<file path="src/rtl/sdr_pkg.sv">
// sdr_pkg: shared constants for the SDRAM command path.
// Command encodings, arbiter states and refresh defaults.
package sdr_pkg;

  localparam logic [1:0] CMD_T_RD  = 2'b00;
  localparam logic [1:0] CMD_T_WR  = 2'b01;
  localparam logic [1:0] CMD_T_REF = 2'b10;

  typedef enum logic [1:0] {
    ARB_IDLE  = 2'd0,
    ARB_ISSUE = 2'd1,
    ARB_WAIT  = 2'd2
  } arb_state_e;

  localparam int unsigned REF_INTERVAL_DFLT = 1300;
  localparam logic [3:0]  REF_PEND_MAX      = 4'd15;

endpackage

</file>
<file path="src/rtl/sdr_ref_timer.sv">
// sdr_ref_timer: refresh interval counter and pending-refresh tally.
// Stays cleared until the controller finishes its power-up sequence.
module sdr_ref_timer
  import sdr_pkg::*;
#(
  parameter int unsigned REF_INTERVAL = REF_INTERVAL_DFLT
) (
  input  logic       clk,
  input  logic       rst_n,
  input  logic       init_done,
  input  logic       ref_ack,
  output logic [3:0] ref_pend,
  output logic       ref_overflow
);

  localparam int unsigned TW =
    (REF_INTERVAL > 1) ? $clog2(REF_INTERVAL) : 1;
  localparam logic [TW-1:0] TMR_LAST = TW'(REF_INTERVAL - 1);

  logic [TW-1:0] tmr_q, tmr_d;
  logic [3:0]    pend_q, pend_d;
  logic          ovf_q, ovf_d;
  logic          tick;

  assign tick = init_done && (tmr_q == TMR_LAST);

  always_comb begin
    tmr_d  = tmr_q + TW'(1);
    pend_d = pend_q;
    ovf_d  = ovf_q;
    if (!init_done) begin
      tmr_d  = '0;
      pend_d = '0;
    end else begin
      if (tick) tmr_d = '0;
      if (tick && pend_q == REF_PEND_MAX) ovf_d = 1'b1;
      // tick together with ack cancels out
      unique case (1'b1)
        tick && !ref_ack: begin
          if (pend_q != REF_PEND_MAX) pend_d = pend_q + 4'd1;
        end
        ref_ack && !tick: begin
          if (pend_q != 4'd0) pend_d = pend_q - 4'd1;
        end
        default: pend_d = pend_q;
      endcase
    end
  end

  always_ff @(posedge clk or negedge rst_n) begin
    if (!rst_n) begin
      tmr_q  <= '0;
      pend_q <= '0;
      ovf_q  <= 1'b0;
    end else begin
      tmr_q  <= tmr_d;
      pend_q <= pend_d;
      ovf_q  <= ovf_d;
    end
  end

  assign ref_pend     = pend_q;
  assign ref_overflow = ovf_q;

endmodule

</file>
<file path="src/rtl/sdr_req_arb.sv">
// sdr_req_arb: round-robin host arbiter plus refresh scheduler.
// Issues one command at a time to the SDRAM core and waits for done.
module sdr_req_arb
  import sdr_pkg::*;
#(
  parameter int unsigned NREQ         = 2,
  parameter int unsigned ADDR_W       = 22,
  parameter int unsigned REF_INTERVAL = REF_INTERVAL_DFLT,
  parameter int unsigned REF_URGENT   = 4
) (
  input  logic                     clk,
  input  logic                     rst_n,
  input  logic                     init_done,
  input  logic [NREQ-1:0]          req_valid,
  output logic [NREQ-1:0]          req_ready,
  input  logic [NREQ-1:0]          req_wr,
  input  logic [NREQ*ADDR_W-1:0]   req_addr,
  output logic                     cmd_valid,
  input  logic                     cmd_ready,
  output logic [1:0]               cmd_type,
  output logic [ADDR_W-1:0]        cmd_addr,
  output logic [1:0]               cmd_src,
  input  logic                     cmd_done,
  output logic [3:0]               ref_pend,
  output logic                     ref_overflow
);

  localparam logic [1:0] LAST_RST = 2'(NREQ - 1);
  localparam logic [3:0] URGENT   = 4'(REF_URGENT);

  arb_state_e        state_q, state_d;
  logic [1:0]        last_q, last_d;
  logic              vld_q, vld_d;
  logic [1:0]        type_q, type_d;
  logic [ADDR_W-1:0] addr_q, addr_d;
  logic [1:0]        src_q, src_d;

  logic              ref_ack;
  logic              urgent;
  logic              sel_ref;
  logic              sel_req;
  logic [3:0]        valid_x;
  logic              gnt_found;
  logic [1:0]        gnt_idx;
  logic [NREQ-1:0]   gnt_oh;
  logic [ADDR_W-1:0] addr_sel;
  logic              wr_sel;

  function automatic logic [1:0] rr_idx(
    input logic [1:0]  base,
    input int unsigned off
  );
    logic [31:0] s;
    s = 32'(base) + 32'(off);
    return 2'(s % NREQ);
  endfunction

  sdr_ref_timer #(
    .REF_INTERVAL(REF_INTERVAL)
  ) u_tmr (
    .clk         (clk),
    .rst_n       (rst_n),
    .init_done   (init_done),
    .ref_ack     (ref_ack),
    .ref_pend    (ref_pend),
    .ref_overflow(ref_overflow)
  );

  assign ref_ack = vld_q && cmd_ready && (type_q == CMD_T_REF);
  assign urgent  = (ref_pend >= URGENT);

  // first valid requester after the last one granted
  always_comb begin
    valid_x   = 4'(req_valid);
    gnt_found = 1'b0;
    gnt_idx   = '0;
    for (int k = 1; k <= int'(NREQ); k++) begin
      if (!gnt_found && valid_x[rr_idx(last_q, k)]) begin
        gnt_found = 1'b1;
        gnt_idx   = rr_idx(last_q, k);
      end
    end
  end

  always_comb begin
    addr_sel = '0;
    wr_sel   = 1'b0;
    gnt_oh   = '0;
    for (int i = 0; i < int'(NREQ); i++) begin
      if (gnt_idx == 2'(i)) begin
        addr_sel  = req_addr[i*ADDR_W +: ADDR_W];
        wr_sel    = req_wr[i];
        gnt_oh[i] = 1'b1;
      end
    end
  end

  assign sel_ref = urgent || (!gnt_found && ref_pend != 4'd0);
  assign sel_req = !urgent && gnt_found;

  always_comb begin
    state_d   = state_q;
    last_d    = last_q;
    vld_d     = 1'b0;
    type_d    = type_q;
    addr_d    = addr_q;
    src_d     = src_q;
    req_ready = '0;
    unique case (state_q)
      ARB_IDLE: begin
        if (init_done) begin
          unique case (1'b1)
            sel_ref: begin
              type_d  = CMD_T_REF;
              addr_d  = '0;
              src_d   = '0;
              vld_d   = 1'b1;
              state_d = ARB_ISSUE;
            end
            sel_req: begin
              req_ready = gnt_oh;
              type_d    = wr_sel ? CMD_T_WR : CMD_T_RD;
              addr_d    = addr_sel;
              src_d     = gnt_idx;
              last_d    = gnt_idx;
              vld_d     = 1'b1;
              state_d   = ARB_ISSUE;
            end
            default: state_d = ARB_IDLE;
          endcase
        end
      end
      ARB_ISSUE: begin
        vld_d = 1'b1;
        if (cmd_ready) begin
          vld_d   = 1'b0;
          state_d = ARB_WAIT;
        end
      end
      ARB_WAIT: begin
        if (cmd_done) state_d = ARB_IDLE;
      end
      default: state_d = ARB_IDLE;
    endcase
  end

  always_ff @(posedge clk or negedge rst_n) begin
    if (!rst_n) begin
      state_q <= ARB_IDLE;
      last_q  <= LAST_RST;
      vld_q   <= 1'b0;
      type_q  <= CMD_T_RD;
      addr_q  <= '0;
      src_q   <= '0;
    end else begin
      state_q <= state_d;
      last_q  <= last_d;
      vld_q   <= vld_d;
      type_q  <= type_d;
      addr_q  <= addr_d;
      src_q   <= src_d;
    end
  end

  assign cmd_valid = vld_q;
  assign cmd_type  = type_q;
  assign cmd_addr  = addr_q;
  assign cmd_src   = src_q;

endmodule
</file>
<file path="config.mk">
export PLATFORM = sky130hd
export DESIGN_NAME = sdr_req_arb
export DESIGN_NICKNAME = d
export VERILOG_FILES = /design/src/rtl/sdr_pkg.sv /design/src/rtl/sdr_ref_timer.sv /design/src/rtl/sdr_req_arb.sv
export SDC_FILE = /design/constraint.sdc
export NUM_CORES = 1
export LEC_CHECK = 0
export CORE_UTILIZATION = 56
export CTS_CLUSTER_SIZE = 16
export DETAILED_ROUTE_END_ITERATION = 8
export DONT_BUFFER_PORTS = 1
export MAX_ROUTING_LAYER = met4
export PLACE_DENSITY = 0.78
export SYNTH_ARGS = -nofsm -noshare
export SYNTH_HDL_FRONTEND = slang
export SYNTH_SLANG_ARGS = --single-unit
</file>
<file path="constraint.sdc">
create_clock -name clk -period 2.3 [get_ports clk]
set_input_delay 0.46 -clock clk [delete_from_list [all_inputs] [get_ports clk]]
set_output_delay 0.46 -clock clk [all_outputs]
set_load 0.02 [all_outputs]
</file>
After elaboration in Yosys (flattened, before gate mapping)

Index checks and enable logic that the tools add are counted.

Eq/ne operators: 13
$add $sub $neg: 5
Magnitude comparators: 3
Muxes and demuxes: 36
Reduce and logical (&&, ||, !) cells: 25

Operator list:

| operator                | count |
|---|---|
| $mux W22                | 2 |
| $pmux W22 S2            | 1 |
| $mux W11                | 2 |
| $mux W1                 | 17 |
| $mux W2                 | 6 |
| $mux W4                 | 3 |
| $reduce_and A3 Y1       | 4 |
| $add A11 B1 Y11 const B | 1 |
| $eq A11 B11 Y1 const B  | 1 |
| $logic_and A1 B1 Y1     | 9 |
| $pmux W2 S2             | 2 |
| $pmux W4 S2             | 1 |
| $lt A1 B3 Y1 const B    | 2 |
| $ne A2 B2 Y1 const B    | 3 |
| $ne A3 B3 Y1 const B    | 2 |
| $pmux W2 S3             | 1 |
| $logic_not A1 Y1        | 5 |
| $add A4 B1 Y4 const B   | 1 |
| $eq A2 B2 Y1 const B    | 2 |
| $eq A4 B4 Y1 const B    | 1 |
| $ge A4 B3 Y1 const B    | 1 |
| $logic_not A2 Y1        | 2 |
| $ne A4 B4 Y1 const B    | 1 |
| $reduce_bool A4 Y1      | 1 |
| 10 further kinds        | 11 |

Output and inout port bits: 34
Logic and storage cells: 91
Flip-flop bits (word level): 46
Input port bits: 53

Logic depth before layout (Yosys ltp)

Word-level depth: 14
Gate-level depth with buffers: 9
Gate-level depth less buffers: 9

Cells and area by module

Synthesis repeated with hierarchy kept, for this count alone.

Cells, all modules: 193
Area total of the unflattened synthesis: 2,267.2 um2

By module, submodules not included:

| module        | area an instance (um2) | sequential area each (um2) | instances | cells each |
|---|---|---|---|---|
| sdr_req_arb   | 1,363.8                | 726.9                      | 1         | 105 |
| sdr_ref_timer | 903.4                  | 400.4                      | 1         | 88 |

Least setup slack after synthesis

Ideal clock, no wire load.

Path type: flip-flop to flip-flop
From: register u_tmr.tmr_q[2]
To: register u_tmr.pend_q[3], in the netlist u_tmr.ref_pend[3]
Arrival: 2,073 ps
Cell stages (with the launch flop): 9
Library setup time: 126 ps
Setup slack: 101 ps
Buffers on the path: 0
Period minus slack after synthesis: 2,199 ps
Data required time: 2,174 ps
Cells stage by stage: dfrtp_1 > or3_4 > nor3_1 > nor2_1 > ha_1 > o21ai_0 > nor4b_1 > mux2i_1 > mux2i_1

Cells in the longest elaborated chain, start to end: 6
Elaborated cells between the ends (all ways): 11
Classes of those cells: eq/ne (4); mux (2); reduce/logical (5)

Ends and longest elaborated chain:

| item                                                          | RTL line            | text |
|---|---|---|
| from (decl)                                                   | sdr_ref_timer.sv:20 | `logic [TW-1:0] tmr_q, tmr_d;` |
| from (signal assigned)                                        | sdr_ref_timer.sv:56 | `tmr_q <= tmr_d;` |
| $eq A11 B11 Y1 (*)                                            | sdr_ref_timer.sv:25 | `assign tick = init_done && (tmr_q == TMR_LAST);` |
| $logic_and A1 B1 Y1 (*)                                       | sdr_ref_timer.sv:25 |  |
| $logic_not A1 Y1                                              | sdr_ref_timer.sv:42 | `ref_ack && !tick: begin` |
| $logic_and A1 B1 Y1                                           | sdr_ref_timer.sv:42 |  |
| $ne A3 B1 Y1 (no line) (tied with other cells)                | --                  |  |
| $reduce_and A3 Y1 (no line) / $mux W4 (equally long branches) | --                  |  |
| to (signal assigned)                                          | sdr_ref_timer.sv:57 | `pend_q <= pend_d;` |
| to (decl)                                                     | sdr_ref_timer.sv:21 | `logic [3:0] pend_q, pend_d;` |

Mark *: on every way between the ends. The rest lies on a longest branch, timed or not.
A chain may end at the register's enable or synchronous reset.

Final worst setup path

From: register state_q[0]
To: output req_ready[0]

Cells in the longest elaborated chain, start to end: 2

Ends and longest elaborated chain:

| item                   | RTL line           | text |
|---|---|---|
| from (decl)            | sdr_req_arb.sv:31  | `arb_state_e state_q, state_d;` |
| from (signal assigned) | sdr_req_arb.sv:156 | `state_q <= state_d;` |
| $logic_not A2 Y1       | sdr_req_arb.sv:109 | `unique case (state_q)` |
| $mux W2                | sdr_req_arb.sv:109 |  |
| to (decl)              | sdr_req_arb.sv:15  | `output logic [NREQ-1:0] req_ready,` |

No other way between the ends.

==> flow_summary.ini <==
[critical_path]
crit_chain = or3b_1 -> nor3_1 -> o21ai_1 -> nor2_1 -> buf_4
critPathLaunchType = flop
cp_max_fo = 3
crit_path_max_incr_delay_ns = 0.41
worstPathArrival_ns = 1.72
critPathCaptureType = output port
setup.worst_path.class = flop to output port
critPathSlowestCell = or3b_1
required_ns = 1.84

[power_and_ir_drop]
power_density_nw_per_um2 = 1010
p_leak_nw = 1.15
max-vdd-ir-drop_mv = 0.711

[clock_tree]
cts_made_buffers = 5
tritoncts = done
htreeDepth = 2
clk_pin_slew_ns = 0.09
clkSinkCount = 45
insertion_delay_ns = 0.29
cts_buffer_depth = 2
cts_root_buffer = clkbuf_8

[finish]
nets = 276
area_growth_pct = 9.09
layout_common_cells = dfrtp_1 (44), nand2_1 (32), mux2i_1 (28), o21ai_0 (27), nor2_1 (14)
drive_above_1_share_pct = 9.05
multiInputGateArea_um2 = 1070
n_antenna_cell = 0
layout_commonest_cell = dfrtp_1
regArea_um2 = 1130
fill_cells = 307

[placed_design]
numPortBuffers = 0
detailed_place_hpwl_um = 3200
place_congestion = 0.815
place_ws_ns = 0.0530

[logic_synthesis]
synth_xor_area_share_pct = 3.93
netlist_area_um2 = 2230
ys_seq_elements = 45
synth.area.mux_share_pct = 13.6
synth_nets = 273
synth.distinct_cells = 38
yosys_warnings = 0
synth_top_family_by_area = simple AND/OR/NAND/NOR gates
synth-simple-area-share_pct = 17.6
synth-compound-area-share_pct = 9.70
synth_fa_ha_area_share_pct = 1.68
syn_avg_cell_area_um2 = 10.3
ys_seq_area_share_pct = 50.5
postSynthCellCount = 217

[status]
outcome = finished clean

[sta]
setup_viol = 0
hold_viol_final = 0
period_minus_slack_ns = 2.18
worst-slew-pin-transition_ns = 0.588
setup_ws_ns = 0.117
clock_skew_ns = 0.00378
clock.fmax_mhz = 458
max-slew-margin-rel_pct = 60.4
drv_slew = 0
post-route-period-util_pct = 94.9
tns_ns = 0

[drt]
vias = 1621
avgRoutedWirePerCell_um = 17.7
dr.pass1.iters = 4
detail-route-antenna-nets = 0
drc_errors = 0
wl_met2_um = 2410
drt_iter0_markers = 130
wl_met3_um = 287
wirelength_um = 4750
wl_met1_um = 1980
routed.top_layer = met4
via_per_inst = 6.03

[worst_hold_path]
worst_hold_path_type = primary input to flop

[run]
cap_viol_max_count = 0

[floorplanning]
die_h_um = 65.1
num_rows = 22
core_um2 = 3740
start_util_pct = 59.6
ioPinCount = 87
die_w_um = 65.1
dieArea_um2 = 4240

[grt]
grt_pass1_wl_um = 7830
antenna_found_initial = 0
grt_pass1_vias = 1711
grt-ovfl-total = 0
grt_use_total_pct = 25.1
grt_max_degree = 46
final cells by class:
| type | instances | area share [%] |
|---|---|---|
| Tap cell | 48 | 2.47 |
| Inverter | 2 | 0.308 |
| Timing Repair Buffer | 8 | 3.39 |
| Clock buffer | 6 | 2.98 |
| Clock inverter | 2 | 0.617 |
| Sequential cell | 45 | 46.3 |
| Multi-Input combinational cell | 158 | 43.9 |
Yosys cell counts:
cell type | count | area share [%]
nand2_1 | 32 | 5.4
nand4b_1 | 2 | 0.79
xor2_1 | 7 | 2.7
a21boi_0 | 2 | 0.67
o21ai_0 | 27 | 6.1
o22ai_1 | 1 | 0.28
mux2i_4 | 1 | 1.0
o311ai_0 | 1 | 0.39
mux2i_1 | 28 | 13
buf_4 | 1 | 0.34
o21ai_1 | 1 | 0.22
or3_1 | 1 | 0.28
and3_1 | 2 | 0.56
a221o_1 | 1 | 0.45
nand3_1 | 2 | 0.45
inv_1 | 2 | 0.34
clkbuf_1 | 5 | 0.84
conb_1 | 1 | 0.17
nand4bb_1 | 1 | 0.50
and4_1 | 3 | 1.2
dfrtp_1 | 44 | 49
and4b_1 | 1 | 0.45
nand4_1 | 4 | 1.1
nor2b_1 | 1 | 0.28
or3_4 | 1 | 0.50
ha_1 | 3 | 1.7
a21o_1 | 4 | 1.3
nor4b_1 | 1 | 0.39
nor3_1 | 3 | 0.67
and2_1 | 3 | 0.84
nor2_1 | 14 | 2.4
or3b_1 | 1 | 0.39
nand2b_1 | 4 | 1.1
nor4_1 | 1 | 0.28
buf_2 | 6 | 1.3
a31oi_1 | 1 | 0.28
dfstp_2 | 1 | 1.2
xnor2_1 | 3 | 1.2
path summary, 6_finish.rpt:
kind	startpoint	end	slack (ns)	cells after the start
max in group asynchronous	rst_n	last_q[0]	1.32	2
max	state_q[0]	req_ready[0]	0.12	5
min in group asynchronous	rst_n	u_tmr.ref_pend[0]	0.71	2
max reg2reg	u_tmr.tmr_q[2]	u_tmr.ref_pend[3]	0.12	8
min	cmd_ready	cmd_valid	0.27	1
min reg2reg	state_q[0]	state_q[1]	0.50	1
per-stage QoR:
stage	power (mW)	area (um^2)	hold slack, ns	std cells	utilization [%]
floorplan	1.82	2230	0.164	217	-
global placement	1.92	2290	0.165	259	61.2
detailed placement	1.96	2290	0.165	259	61.2
CTS	2.47	2420	0.260	269	64.5
global route	2.61	2430	0.258	269	65.0
finish	2.45	2430	0.269	269	65.0
sequential cells by signal (all words and copies together) (netlist names):
register            cells
cmd_src                 1
cmd_addr               22
last_q                  1
u_tmr.tmr_q            11
cmd_valid               1
u_tmr.ref_pend          4
cmd_type                2
u_tmr.ref_overflow      1
state_q                 2
worst max-delay path, delay by kind of cell, from the launching register on:
family	cells	cell delay (ns)
AOI/OAI and AO/OA	1	0.14
and+or+nand+nor	3	0.74
buffers and inverters	1	0.16
DFF	1	0.40
cell families after synthesis:
kind of cell | count (synthesis)
muxes | 29
DFF | 45
and+or+nand+nor | 77
buffers and inverters | 14
xor gates and xnor gates | 10
adders and majority gates | 3
AOI/OAI and AO/OA | 38
other | 1
where the power goes:
part,internal (mW),total (mW),switching (mW)
combinational,0.202,0.475,0.272
clock,0.214,0.484,0.270
sequential,1.04,1.50,0.458
total,1.45,2.45,1.00
per-layer routing:
metal,GRT usage (%),vias to the layer above
met5,-,-
met1,29.5,781
met3,7.81,10
met4,9.78,0
met2,40.5,69
li1,-,761
repair_timing:
action | 4_1_cts | 5_1_grt
resized for setup | 0 | 2
hold buffers | 2 | 0
setup endpoints to repair | 0 | 2
endpoints found under the hold margin | 45 | 0
buffers inserted | 0 | 0
Note: power is estimated with default switching activity, not from simulation.
